**config.mk**
```make
export PLATFORM = sky130hd
export DESIGN_NAME = bitwise_logic_pipe_flat
export DESIGN_NICKNAME = d
export VERILOG_FILES = /design/src/rtl/bitwise_logic_if.sv /design/src/rtl/bitwise_logic_pipe.sv /design/src/flat_wrapper.sv
export SDC_FILE = /design/constraint.sdc
export NUM_CORES = 1
export LEC_CHECK = 0
export BUFFER_PORTS_ARGS = -buffer_cell sky130_fd_sc_hd__buf_2
export CORE_AREA = 2 2 107 88
export DETAILED_ROUTE_END_ITERATION = 12
export DIE_AREA = 0 0 109 90
export GPL_ROUTABILITY_DRIVEN = 0
export PLACE_DENSITY = 0.43
export SETUP_SLACK_MARGIN = 0.2
export SLEW_MARGIN = 20
export SYNTH_ARGS = -nofsm -noshare
export SYNTH_HDL_FRONTEND = slang
export SYNTH_SLANG_ARGS = --single-unit
```
**constraint.sdc**
```tcl
create_clock -name clk -period 3.8 [get_ports clk]
set_input_delay 0.19 -clock clk [delete_from_list [all_inputs] [get_ports clk]]
set_output_delay 0.19 -clock clk [all_outputs]
set_load 0.005 [all_outputs]
```
**src/rtl/bitwise_logic_if.sv**
```systemverilog
// Operand/result handshake bundle for bitwise_logic_pipe.
// The slave modport is the pipeline side; the master modport is the producer/consumer side.
interface bitwise_logic_if #(
  parameter int WIDTH = 8
);
  localparam int CW = $clog2(WIDTH + 1);

  logic             in_valid;
  logic             in_ready;
  logic [WIDTH-1:0] a;
  logic [WIDTH-1:0] b;
  logic [2:0]       op;
  logic             acc_en;
  logic             acc_clr;
  logic             out_valid;
  logic             out_ready;
  logic [WIDTH-1:0] result;
  logic             all_zero;
  logic             all_ones;
  logic             parity;
  logic [CW-1:0]    popcount;

  modport master (
    output in_valid, a, b, op, acc_en, acc_clr, out_ready,
    input  in_ready, out_valid, result, all_zero, all_ones, parity, popcount
  );

  modport slave (
    input  in_valid, a, b, op, acc_en, acc_clr, out_ready,
    output in_ready, out_valid, result, all_zero, all_ones, parity, popcount
  );
endinterface

```
**src/rtl/bitwise_logic_pipe.sv**
```systemverilog
// Two-stage pipelined selectable bitwise unit with optional accumulate chaining,
// result reduction flags and population count; valid/ready on both sides.
module bitwise_logic_pipe #(
  parameter int WIDTH = 8,
  parameter int CW    = $clog2(WIDTH + 1)
) (
  input logic            clk,
  input logic            rst_n,
  bitwise_logic_if.slave bus
);

  function automatic logic [WIDTH-1:0] bit_op(input logic [WIDTH-1:0] x,
                                              input logic [WIDTH-1:0] y,
                                              input logic [2:0]       sel);
    logic [WIDTH-1:0] r;
    case (sel)
      3'd0:    r = x & y;
      3'd1:    r = x | y;
      3'd2:    r = ~(x & y);
      3'd3:    r = ~(x | y);
      3'd4:    r = x ^ y;
      3'd5:    r = ~(x ^ y);
      3'd6:    r = x & ~y;
      default: r = ~x;
    endcase
    return r;
  endfunction

  function automatic logic [CW-1:0] pop_cnt(input logic [WIDTH-1:0] v);
    logic [CW-1:0] n;
    n = '0;
    for (int i = 0; i < WIDTH; i++) begin
      n = n + CW'(v[i]);
    end
    return n;
  endfunction

  logic             adv1, adv2, xfer_in;
  logic [WIDTH-1:0] acc;
  logic [WIDTH-1:0] opb_p0, res_p0;
  logic             vld_p1;
  logic [WIDTH-1:0] res_p1;
  logic             vld_p2;
  logic [WIDTH-1:0] res_p2;
  logic             az_p2, ao_p2, par_p2;
  logic [CW-1:0]    pop_p2;

  assign adv2    = ~vld_p2 | bus.out_ready;
  assign adv1    = ~vld_p1 | adv2;
  assign xfer_in = bus.in_valid & adv1;

  // ---- stage 0: operand select and function evaluation ----
  assign opb_p0 = bus.acc_en ? acc : bus.b;
  assign res_p0 = bit_op(bus.a, opb_p0, bus.op);

  // Updating acc at capture time lets back-to-back accumulate beats chain without bubbles.
  always_ff @(posedge clk or negedge rst_n) begin
    if (!rst_n) begin
      acc <= '0;
    end else if (bus.acc_clr) begin
      acc <= '0;
    end else if (xfer_in && bus.acc_en) begin
      acc <= res_p0;
    end
  end

  // ---- stage 1: registered function result ----
  always_ff @(posedge clk or negedge rst_n) begin
    if (!rst_n) begin
      vld_p1 <= 1'b0;
      res_p1 <= '0;
    end else if (adv1) begin
      vld_p1 <= xfer_in;
      if (xfer_in) begin
        res_p1 <= res_p0;
      end
    end
  end

  // ---- stage 2: registered result with reduction flags ----
  always_ff @(posedge clk or negedge rst_n) begin
    if (!rst_n) begin
      vld_p2 <= 1'b0;
      res_p2 <= '0;
      az_p2  <= 1'b1;
      ao_p2  <= 1'b0;
      par_p2 <= 1'b0;
      pop_p2 <= '0;
    end else if (adv2) begin
      vld_p2 <= vld_p1;
      if (vld_p1) begin
        res_p2 <= res_p1;
        az_p2  <= ~|res_p1;
        ao_p2  <= &res_p1;
        par_p2 <= ^res_p1;
        pop_p2 <= pop_cnt(res_p1);
      end
    end
  end

  assign bus.in_ready  = adv1;
  assign bus.out_valid = vld_p2;
  assign bus.result    = res_p2;
  assign bus.all_zero  = az_p2;
  assign bus.all_ones  = ao_p2;
  assign bus.parity    = par_p2;
  assign bus.popcount  = pop_p2;

endmodule

```
**src/flat_wrapper.sv**
```systemverilog
// flat-port wrapper written by rule: the top's interface ports become plain ports
module bitwise_logic_pipe_flat 
#(
  parameter int WIDTH = 8,
  parameter int CW    = $clog2(WIDTH + 1)
)
  (clk, rst_n, bus_in_valid, bus_a, bus_b, bus_op, bus_acc_en, bus_acc_clr, bus_out_ready, bus_in_ready, bus_out_valid, bus_result, bus_all_zero, bus_all_ones, bus_parity, bus_popcount);
  bitwise_logic_if #(.WIDTH(WIDTH)) bus_i ();
  input logic clk;
  input logic rst_n;
  input wire logic [$bits(bus_i.in_valid)-1:0] bus_in_valid;
  input wire logic [$bits(bus_i.a)-1:0] bus_a;
  input wire logic [$bits(bus_i.b)-1:0] bus_b;
  input wire logic [$bits(bus_i.op)-1:0] bus_op;
  input wire logic [$bits(bus_i.acc_en)-1:0] bus_acc_en;
  input wire logic [$bits(bus_i.acc_clr)-1:0] bus_acc_clr;
  input wire logic [$bits(bus_i.out_ready)-1:0] bus_out_ready;
  output wire logic [$bits(bus_i.in_ready)-1:0] bus_in_ready;
  output wire logic [$bits(bus_i.out_valid)-1:0] bus_out_valid;
  output wire logic [$bits(bus_i.result)-1:0] bus_result;
  output wire logic [$bits(bus_i.all_zero)-1:0] bus_all_zero;
  output wire logic [$bits(bus_i.all_ones)-1:0] bus_all_ones;
  output wire logic [$bits(bus_i.parity)-1:0] bus_parity;
  output wire logic [$bits(bus_i.popcount)-1:0] bus_popcount;
  assign bus_i.in_valid = bus_in_valid;
  assign bus_i.a = bus_a;
  assign bus_i.b = bus_b;
  assign bus_i.op = bus_op;
  assign bus_i.acc_en = bus_acc_en;
  assign bus_i.acc_clr = bus_acc_clr;
  assign bus_i.out_ready = bus_out_ready;
  assign bus_in_ready = bus_i.in_ready;
  assign bus_out_valid = bus_i.out_valid;
  assign bus_result = bus_i.result;
  assign bus_all_zero = bus_i.all_zero;
  assign bus_all_ones = bus_i.all_ones;
  assign bus_parity = bus_i.parity;
  assign bus_popcount = bus_i.popcount;
  bitwise_logic_pipe #(.WIDTH(WIDTH), .CW(CW)) u_core (.clk(clk), .rst_n(rst_n), .bus(bus_i));
endmodule
```
# After elaboration in Yosys (flattened, before gate mapping)
# Index checks and enable logic that the tools add are counted.
# totals
out_inout_bits	17
reg_bits	33
# classes
add_sub_neg	7
bitwise	14
n_eq_ne	6
n_mux	4
reduce_logical	9
# op_table
cell	count
$pmux W8 S7	1
$not A8 Y8	5
$add A4 B1 Y4	6
$mux W8	3
$and A8 B8 Y8	2
$eq A3 B3 Y1 const B	3
$or A8 B8 Y8	1
$reduce_and A8 Y1	1
$reduce_or A8 Y1	1
$reduce_xor A8 Y1	1
$xor A8 B8 Y8	1
$eq A3 B2 Y1 const B	2
$reduce_and A2 Y1	2
$eq A3 B1 Y1 const B	1
$logic_not A3 Y1	1
$add A1 B1 Y2	1
$not A1 Y1	2
$or A1 B1 Y1	2
$reduce_bool A2 Y1	1
$and A1 B1 Y1	1
$logic_and A1 B1 Y1	1
$logic_not A1 Y1	1

# Depth between registers and ports, before layout
# Gate-level depths: netlist (run 1).
# logic_depth
ltp_word	7
depth_mapped	10
ltp_nobuf	10

# Worst setup path after synthesis (run 1)
# No wires, ideal clock.
# synth_timing
kind	reg2reg
start	register u_core.res_p1[0]
end	register u_core.pop_p2[2], in the netlist u_core.bus.popcount[2]
n_path_buf	0
arrival_ns	2.841
setup_time_ns	0.083
stages_incl_launch_ff	10
synth_period_minus_slack_ns	2.924
setup_slack_ns	0.876
cell_sequence	dfrtp_1 -> inv_1 -> ha_1 -> inv_1 -> fa_1 -> fa_1 -> fa_1 -> fa_1 -> xor2_1 -> o21ai_0
# synth_via
elab_chain_len	7
# synth_rtl
element	line_no	text
from (decl)	bitwise_logic_pipe.sv:42	logic [WIDTH-1:0] res_p1;
from (signal assigned)	bitwise_logic_pipe.sv:75	res_p1 <= res_p0;
$add A1 B1 Y2	bitwise_logic_pipe.sv:33	n = n + CW'(v[i]);
$add A4 B1 Y4 (6 in series)	bitwise_logic_pipe.sv:33	
to (signal assigned)	bitwise_logic_pipe.sv:96	pop_p2 <= pop_cnt(res_p1);
to (decl)	bitwise_logic_pipe.sv:46	logic [CW-1:0] pop_p2;
# Every way passes these cells.
# A chain may end at the register's enable or synchronous reset.

# Worst setup path in the final report (run 1)
# Same ends and word-level chain as after synthesis.

==> impl_results.rst, run 1 <==
.. list-table::
   :header-rows: 1

   * - Metric
     - Value
   * - Layout overhead on the synthesized area
     - 13.5%
   * - Hold Crit Class
     - primary input to async pin
   * - Clk Tree Root Cell
     - sky130_fd_sc_hd__clkbuf_8
   * - Clock tree sinks
     - 33
   * - Post-Syn Area
     - around 2600 µm²
   * - Fin nets
     - 371
   * - Clock-pin transition on the worst setup and hold timing paths
     - about 0.070 ns
   * - Unrepaired setup endpoints after global routing
     - false
   * - Netlist cell types
     - 43
   * - Maximum count of clock buffers along a single path
     - 2
   * - Most frequent standard cell in the layout excluding fill and tap cells
     - sky130_fd_sc_hd__nand2_1
   * - Worst setup slack after layout
     - 0.716 ns
   * - First-pass iteration count of the detailed router
     - 4
   * - Post-Route WL
     - just under 6 mm
   * - Syn Nets
     - 340
   * - Number of H-tree branching levels
     - 2
   * - Antenna violations before repair
     - 0
   * - Combinational share of power
     - 0.386
   * - Die height
     - around 90 µm
   * - Sw Pwr
     - around 0.41 mW
   * - Internal power
     - 0.770 mW
   * - Vias per cell
     - 4.70
   * - Worst hold slack
     - -0.0238 ns
   * - Commonest non-fill, non-tap cells in the layout
     - 42 x sky130_fd_sc_hd__nand2_1, 41 x sky130_fd_sc_hd__buf_2, 34 x sky130_fd_sc_hd__ha_1
   * - Place WS
     - 0.706 ns
   * - ANT cells
     - 0
   * - GRT Resource Usage Total
     - 0.130
   * - Power density cells
     - 406 nW/µm²
   * - Post-CTS setup buffer count
     - 0
   * - LEAKAGE
     - approximately 1.5 nW
   * - Post-synthesis sequential area ratio
     - 0.322
   * - DRC marker count from the first detailed-route iteration
     - between 100 and 150
   * - Setup crit start kind
     - flop
   * - Register bit count reported by yosys
     - 33
   * - Crit path max fanout
     - 3
   * - Gate count after technology mapping
     - about 280
   * - Number of max-slew violations in the final report
     - 0
   * - Clock share of power
     - 0.229
   * - Post-CTS Hold Fix Bufs
     - 0
   * - Final HPWL DP
     - about 4.5 mm
   * - Total clock buffers created by CTS
     - 5
   * - Number of vias in the routed layout
     - about 2k
   * - Fin Clk Skew
     - roughly 0.0073 ns
   * - Post-Syn Area per Cell
     - a little over 9 µm²
   * - Clk Latency, worst-skew pair
     - between 0.2 and 0.3 ns
   * - Result of the run
     - finished with violations
   * - Maxcap violations
     - 0
   * - Maximum ir drop on the vdd rail
     - approximately 0.00014 V
   * - # fillers
     - about 900
   * - Row Count
     - 31
   * - Sequential cell area
     - between 800 and 900 µm²
   * - Floorplan die width
     - 109 µm
   * - Setup_tns
     - 0 ns
   * - Worst setup path category
     - flop to flop
   * - Port Buffer Count
     - between 40 and 50
   * - CP arrival
     - approximately 3.3 ns
   * - Required arrival time at the worst endpoint
     - approximately 4.0 ns
   * - Number of flops mapped to enable cells by yosys
     - 0
   * - Wire length per cell after detailed routing
     - roughly 14 µm
   * - Flop pwr share
     - 0.385
   * - Multi-input gate area
     - ~1500 µm²
   * - Area of the die
     - ~10000 µm²
   * - Final period util
     - 0.812
   * - Period minus WS final
     - between 3 and 4 ns
   * - Final Hold Fails
     - 32
   * - Violated checks
     - hold timing
   * - Syn. warnings
     - 0
   * - Switching power as a share of total power
     - 0.348
   * - Final Setup Violations
     - 0
   * - Ys flop type
     - sky130_fd_sc_hd__dfrtp_1
   * - Clock tree from TritonCTS
     - built
   * - Transition at the pin with the smallest max-transition slack
     - 0.842 ns
   * - Antenna violation net count after detailed routing
     - 0
   * - Total congestion overflow
     - 0
   * - Layout cell share with drive strength beyond 1
     - 0.179
   * - Post-route DRC violation count
     - 0
   * - Proportion of register bits with asynchronous set or reset after synthesis
     - 1.00
   * - Maximum number of pins on one net before global-route repair
     - 35
   * - First-pass GRT wire length
     - 10.1 mm
   * - Via count of the first global-routing pass
     - just over 2k
   * - Starting Density
     - 0.291
   * - Post-cts resize count
     - 0
   * - Area of the core
     - 8800 µm²
   * - Count of pins on the block boundary
     - between 40 and 50
   * - Setup crit end kind
     - flop
   * - Max-slew headroom
     - 0.436
   * - Maximum frequency from static timing analysis
     - around 0.32 GHz
## sequential cells by signal, indices dropped and copies added, names as in the netlist
| signal | flops |
|---|---|
| u_core.bus.all_ones | 1 |
| u_core.bus.result | 8 |
| u_core.bus.all_zero | 1 |
| u_core.bus.out_valid | 1 |
| u_core.bus.popcount | 4 |
| u_core.bus.parity | 1 |
| u_core.acc | 8 |
| u_core.res_p1 | 8 |
| u_core.vld_p1 | 1 |
## layer usage
layer,global-route usage,wire length (µm)
met2,0.188,2490
met4,0.0288,53
met1,0.199,3090
met5,0,0
met3,0.0247,223
## cells by family after synthesis
family | after synthesis | share of synthesized area
AOI/OAI and AO/OA | 60 | 0.159
xor gates and xnor gates | 7 | 0.0239
adders and majority gates | 38 | 0.197
buffers and inverters | 50 | 0.0829
DFF | 33 | 0.322
muxes | 13 | 0.0566
and+or+nand+nor | 76 | 0.158
## cell usage after synthesis, drive strengths merged (3+ instances only)
| cell | instances | share of area |
|---|---|---|
| nor2b | 5 | 0.015 |
| mux2i | 10 | 0.039 |
| inv | 33 | 0.048 |
| a31oi | 4 | 0.0097 |
| nand3b | 3 | 0.0088 |
| a222oi | 5 | 0.020 |
| dfrtp | 32 | 0.31 |
| fa | 4 | 0.031 |
| buf | 9 | 0.023 |
| nand2b | 11 | 0.036 |
| ha | 34 | 0.17 |
| o21ai | 25 | 0.049 |
| a221o | 8 | 0.031 |
| clkbuf | 8 | 0.012 |
| o22ai | 6 | 0.015 |
| a21oi | 4 | 0.0078 |
| nand2 | 42 | 0.061 |
| nor4b | 3 | 0.010 |
| nor2 | 4 | 0.0058 |
| xnor2 | 5 | 0.017 |
## critical path, cell delays in order (launching register included)
cell and delay [ns]:
sky130_fd_sc_hd__dfrtp_1 0.38, sky130_fd_sc_hd__inv_1 0.08, sky130_fd_sc_hd__ha_1 0.31, sky130_fd_sc_hd__inv_1 0.07
sky130_fd_sc_hd__fa_1 0.50, sky130_fd_sc_hd__fa_1 0.52, sky130_fd_sc_hd__fa_1 0.47, sky130_fd_sc_hd__fa_1 0.39
sky130_fd_sc_hd__xor2_1 0.15, sky130_fd_sc_hd__o21ai_0 0.14
## metrics by stage
step	instances	cell area [µm²]	util	power (mW)	hold slack (ns)
final	423	2910	0.331	1.18	-0.0238
after global routing	423	2910	0.331	1.30	0.0465
after CTS	423	2910	0.331	1.20	0.00668
after detailed placement	416	2830	0.321	0.926	0.313
after global placement	416	2830	0.321	0.929	0.320
after floorplan	277	2570	-	0.784	-0.106
## final cells by class
type,instances,area share
Sequential cell,33,0.284
Timing Repair Buffer,41,0.0704
Multi-Input combinational cell,194,0.524
Tap cell,115,0.0494
Clock buffer,7,0.0296
Inverter,33,0.0425
## power groups by stage
stage	Sequential [mW]	Combinational (mW)	Clock, mW
floorplan	0.461	0.324	0
global placement	0.460	0.469	0
detailed placement	0.463	0.463	0
CTS	0.456	0.467	0.278
global route	0.465	0.536	0.301
finish	0.455	0.456	0.270
## path summary, 6_finish.rpt
kind	to	startpoint	slack [ns]	cells after the start
worst min register to register	u_core.bus.popcount[2]	u_core.bus.popcount[2]	0.48	2
max in group asynchronous	u_core.bus.popcount[3]	rst_n	3.34	1
worst min-delay path	u_core.acc[0]	rst_n	-0.02	1
min in group clk	u_core.vld_p1	bus_in_valid	0.13	2
worst max register to register	u_core.bus.popcount[2]	u_core.res_p1[0]	0.72	9
worst max-delay path	u_core.bus.popcount[2]	u_core.res_p1[0]	0.72	9
(Power assumes the default switching activity.)
==> run 2: changes to the inputs <==
--- a/config.mk
+++ b/config.mk
@@ -5,12 +5,13 @@
 export SDC_FILE = /design/constraint.sdc
 export NUM_CORES = 1
 export LEC_CHECK = 0
+export ABC_AREA = 1
 export BUFFER_PORTS_ARGS = -buffer_cell sky130_fd_sc_hd__buf_2
-export CORE_AREA = 2 2 107 88
+export CORE_AREA = 2 2 110 90
 export DETAILED_ROUTE_END_ITERATION = 12
-export DIE_AREA = 0 0 109 90
+export DIE_AREA = 0 0 112 92
 export GPL_ROUTABILITY_DRIVEN = 0
-export PLACE_DENSITY = 0.43
+export PLACE_DENSITY = 0.45
 export SETUP_SLACK_MARGIN = 0.2
 export SLEW_MARGIN = 20
 export SYNTH_ARGS = -nofsm -noshare
==> constraint.sdc (replaced) <==
create_clock -name clk -period 2.65 [get_ports clk]
set_input_delay 0.1325 -clock clk [delete_from_list [all_inputs] [get_ports clk]]
set_output_delay 0.1325 -clock clk [all_outputs]
set_load 0.005 [all_outputs]
==> run 2 against run 1 <==
The run ends with setup timing left; count of clock-buffer cells in the layout grew 1; flip-flop and latch count is the same; die area grew 5.0%; worst setup slack lost 0.80 ns; global-route usage grew 0.23 points; area after synthesis grew 5.3%; routed wire length grew 12%; power grew 71%; final area grew 12%; cell count grew 32%; critical endpoint is now u_core.bus.popcount[1]; largest cell class unchanged.
==> impl_results.rst, run 2 <==
.. list-table::
   :header-rows: 1

   * - Metric
     - Value
   * - Result of the run
     - finished with violations
   * - Violated checks
     - setup timing
   * - Period minus WS final
     - 2.73 ns (-0.355 ns)
   * - Total congestion overflow
     - 0 (unchanged)
   * - Transition at the pin with the smallest max-transition slack
     - 0.844 ns (+0.00233 ns)
   * - Number of cells in the finished layout apart from fillers
     - 557 (+32%)
   * - Clock-pin transition on the worst setup and hold timing paths
     - 0.05 ns (-0.02 ns)
   * - Area of the core
     - 9370 µm² (+6.4%)
   * - Maximum ir drop on the vdd rail
     - 0.000268 V (+89%)
   * - Power density cells
     - 618 nW/µm² (+52%)
   * - Row Count
     - 32 (+3.2%)
   * - Antenna violation net count after detailed routing
     - 0 (unchanged)
   * - Number of max-slew violations in the final report
     - 0 (unchanged)
   * - ANT cells
     - 0 (unchanged)
   * - Clk Latency, worst-skew pair
     - 0.27 ns (about the same)
   * - First-pass GRT wire length
     - 11.1 mm (+9.6%)
   * - Starting Density
     - 0.288 (-0.00313)
   * - Netlist cell types
     - 23 (-47%)
   * - Multi-input gate area
     - 1560 µm² (+2.2%)
   * - Synth area leaders
     - sky130_fd_sc_hd__dfrtp_1 30%, sky130_fd_sc_hd__ha_1 16%, sky130_fd_sc_hd__nand2_1 14%
   * - Maxcap violations
     - 0 (unchanged)
   * - Total clock buffers created by CTS
     - 5 (unchanged)
   * - Sequential cell area
     - 827 µm² (unchanged)
   * - Syn. warnings
     - 0 (unchanged)
   * - Antenna violations before repair
     - 0 (unchanged)
   * - Final Setup Violations
     - 2 (+2)
   * - Ys flop type
     - sky130_fd_sc_hd__dfrtp_1
   * - Crit path max fanout
     - 2 (-1)
   * - Worst setup path category
     - flop to flop
   * - Number of flops mapped to enable cells by yosys
     - 0 (unchanged)
   * - Wire length per cell after detailed routing
     - 11.8 µm (-15%)
   * - Final Hold Fails
     - 0 (-100%)
   * - CP arrival
     - 2.86 ns (-0.42 ns)
   * - Slowest library cell on the worst path
     - sky130_fd_sc_hd__fa_2
   * - Final period util
     - 1.03 (+0.218)
   * - Clock tree sinks
     - 33 (unchanged)
   * - Final HPWL DP
     - 4.84 mm (+8.3%)
   * - Number of buffer and inverter instances along the worst setup path
     - 2 (unchanged)
   * - Total power
     - 2.02 mW (+71%)
   * - LEAKAGE
     - 1.86 nW (+28%)
   * - Clock tree from TritonCTS
     - built
   * - Worst setup slack after layout
     - -0.0790 ns (-0.795 ns)
   * - Maximum count of clock buffers along a single path
     - 2 (unchanged)
   * - Fin nets
     - 500 (+35%)
   * - Share of cell area taken by muxes after synthesis
     - 0 (-0.0566)
   * - Number of vias in the routed layout
     - 2421 (+22%)
   * - Number of H-tree branching levels
     - 2 (unchanged)
   * - Fin Clk Skew
     - 0.00472 ns (-0.00257 ns)
   * - Maximum frequency from static timing analysis
     - 0.366 GHz (+13%)
   * - Port Buffer Count
     - 41 (unchanged)
   * - Required arrival time at the worst endpoint
     - 2.78 ns (-1.21 ns)
   * - Post-Route WL
     - 6.55 mm (+12%)
   * - Unrepaired setup endpoints after global routing
     - true
   * - Gate count after technology mapping
     - 387 (+40%)
   * - Worst hold slack
     - 0.140 ns (+0.164 ns)
   * - Layout cell share with drive strength beyond 1
     - 0.178 (-0.000489)
   * - Synth Area in Compound Gates
     - 0.0593 (-0.0997)
   * - Count of pins on the block boundary
     - 42 (unchanged)
   * - Maximum number of pins on one net before global-route repair
     - 34 (-2.9%)
   * - Syn Nets
     - 450 (+32%)
   * - GRT Resource Usage Total
     - 0.133 (+0.00234)
   * - CP peak stage delay
     - 0.54 ns (+0.02 ns)
   * - Setup crit end kind
     - flop
   * - Combinational family with the most area after synthesis
     - simple AND/OR/NAND/NOR gates
   * - Most frequent standard cell in the layout excluding fill and tap cells
     - sky130_fd_sc_hd__nand2_1
   * - Core Util, Final
     - 0.349 (+0.0177)
   * - DRC marker count from the first detailed-route iteration
     - 80 (-28%)
   * - Post-route DRC violation count
     - 0 (unchanged)
   * - Post-synthesis sequential area ratio
     - 0.306 (-0.0161)
   * - Non-Filler Cell Area, Final
     - 3270 µm² (+12%)
   * - Floorplan die width
     - 112 µm (+2.8%)
   * - Die height
     - 92 µm (+2.2%)
   * - Place WS
     - -0.137 ns (-0.842 ns)
   * - Commonest cells in the synthesized netlist
     - 104 x sky130_fd_sc_hd__nand2_1, 70 x sky130_fd_sc_hd__inv_1, 56 x sky130_fd_sc_hd__nand3_1
   * - Post-Syn Area per Cell
     - 6.98 µm² (-25%)
   * - Setup_tns
     - -0.140 ns (-0.140 ns)
   * - Proportion of register bits with asynchronous set or reset after synthesis
     - 1.00 (unchanged)
   * - Portion of synthesized cell area occupied by the leading cell type
     - 0.296 (-0.0156)
   * - Hold Crit Class
     - primary input to flop
   * - Register bit count reported by yosys
     - 33 (unchanged)
   * - Commonest non-fill, non-tap cells in the layout
     - 104 x sky130_fd_sc_hd__nand2_1, 67 x sky130_fd_sc_hd__inv_1, 56 x sky130_fd_sc_hd__nand3_1
   * - Area of the die
     - 10300 µm² (+5.0%)
   * - Most frequently used cell type in the post-synthesis netlist
     - sky130_fd_sc_hd__nand2_1
   * - Cell Area, Placed
     - 3040 µm² (+7.6%)
   * - Via count of the first global-routing pass
     - 2272 (+12%)
   * - Worst path top cell family by delay
     - adder cells
   * - Vias per cell
     - 4.35 (-7.6%)
   * - Synth Area in XOR/XNOR
     - 0.0130 (-0.0109)
   * - Max-slew headroom
     - 0.436 (about the same)
   * - # fillers
     - 1052 (+14%)
   * - Setup crit start kind
     - flop
   * - Fraction of the mapped netlist area in simple logic gates
     - 0.310 (+0.152)
   * - Clk Tree Root Cell
     - sky130_fd_sc_hd__clkbuf_16
   * - Post-Syn Area
     - 2700 µm² (+5.3%)
   * - Layout overhead on the synthesized area
     - 20.9%
   * - First-pass iteration count of the detailed router
     - 4 (unchanged)
   * - R2r setup slk
     - -0.08 ns (-0.80 ns)
   * - Placed Instances
     - 541 (+30%)
   * - Synthesized-area fraction occupied by adder cells
     - 0.187 (-0.00985)
   * - Library cell occupying the most area in the post-synthesis netlist
     - sky130_fd_sc_hd__dfrtp_1
   * - Cell-by-cell trace of the critical path
     - inv_2 > ha_4 > inv_2 > fa_1 > fa_1 > fa_2 > fa_2 > o21ai_2
-- run 2: worst register-to-register path, stage by stage, from the launching register on --
cell	delay, ns
sky130_fd_sc_hd__dfrtp_1	0.36
sky130_fd_sc_hd__inv_2	0.06
sky130_fd_sc_hd__ha_4	0.27
sky130_fd_sc_hd__inv_2	0.03
sky130_fd_sc_hd__fa_1	0.49
sky130_fd_sc_hd__fa_1	0.43
sky130_fd_sc_hd__fa_2	0.36
sky130_fd_sc_hd__fa_2	0.54
sky130_fd_sc_hd__o21ai_2	0.05
-- run 2: report_power, final --
group	switching, mW	total, mW	internal [mW]
sequential	0.0622	0.676	0.614
clock	0.192	0.566	0.374
combinational	0.422	0.778	0.356
total	0.676	2.02	1.34
-- run 2: final timing paths --
check / from / endpoint / cells after the start
max: u_core.res_p1[0] / u_core.bus.popcount[1] / 8
min: bus_out_ready / u_core.bus.out_valid / 4
max reg2reg: u_core.res_p1[0] / u_core.bus.popcount[1] / 8
min reg2reg: u_core.bus.parity / u_core.bus.parity / 2
max in group asynchronous: rst_n / u_core.bus.result[1] / 2
min in group asynchronous: rst_n / u_core.bus.out_valid / 2
-- run 2: kinds of logic (layout without fill, tap and decap cells) --
group           Yosys count  after routing
simple gates            195            195
buf+inv                  85            136
fa+ha+maj                38             38
flops                    33             33
compound gates           32             32
xor+xnor                  4              4
-- run 2: routing by layer --
metal | global-route usage | vias to the layer above | wire length [µm]
met3 | 0.0225 | 6 | 186
met2 | 0.199 | 30 | 2850
met4 | 0.0305 | 0 | 50
met1 | 0.199 | 1090 | 3470
met5 | 0 | - | 0
li1 | - | 1295 | -
-- run 2: repair_timing --
action                                  in CTS  in global routing
gates resized for setup                      5                  1
pin swaps                                    0                  1
gates cloned                                 0                  0
hold buffers                                 1                  0
endpoints found under the setup margin       3                  4
setup buffers                                3                  4
hold endpoints to repair                    32                  0
-- run 2: layout make-up --
class                   instances  share of cell area
multi-input cells             269               0.478
flip-flops and latches         33               0.253
repair buffers                 54              0.0935
inverters                      74              0.0851
well taps                     119              0.0456
clock buffers                   8              0.0448
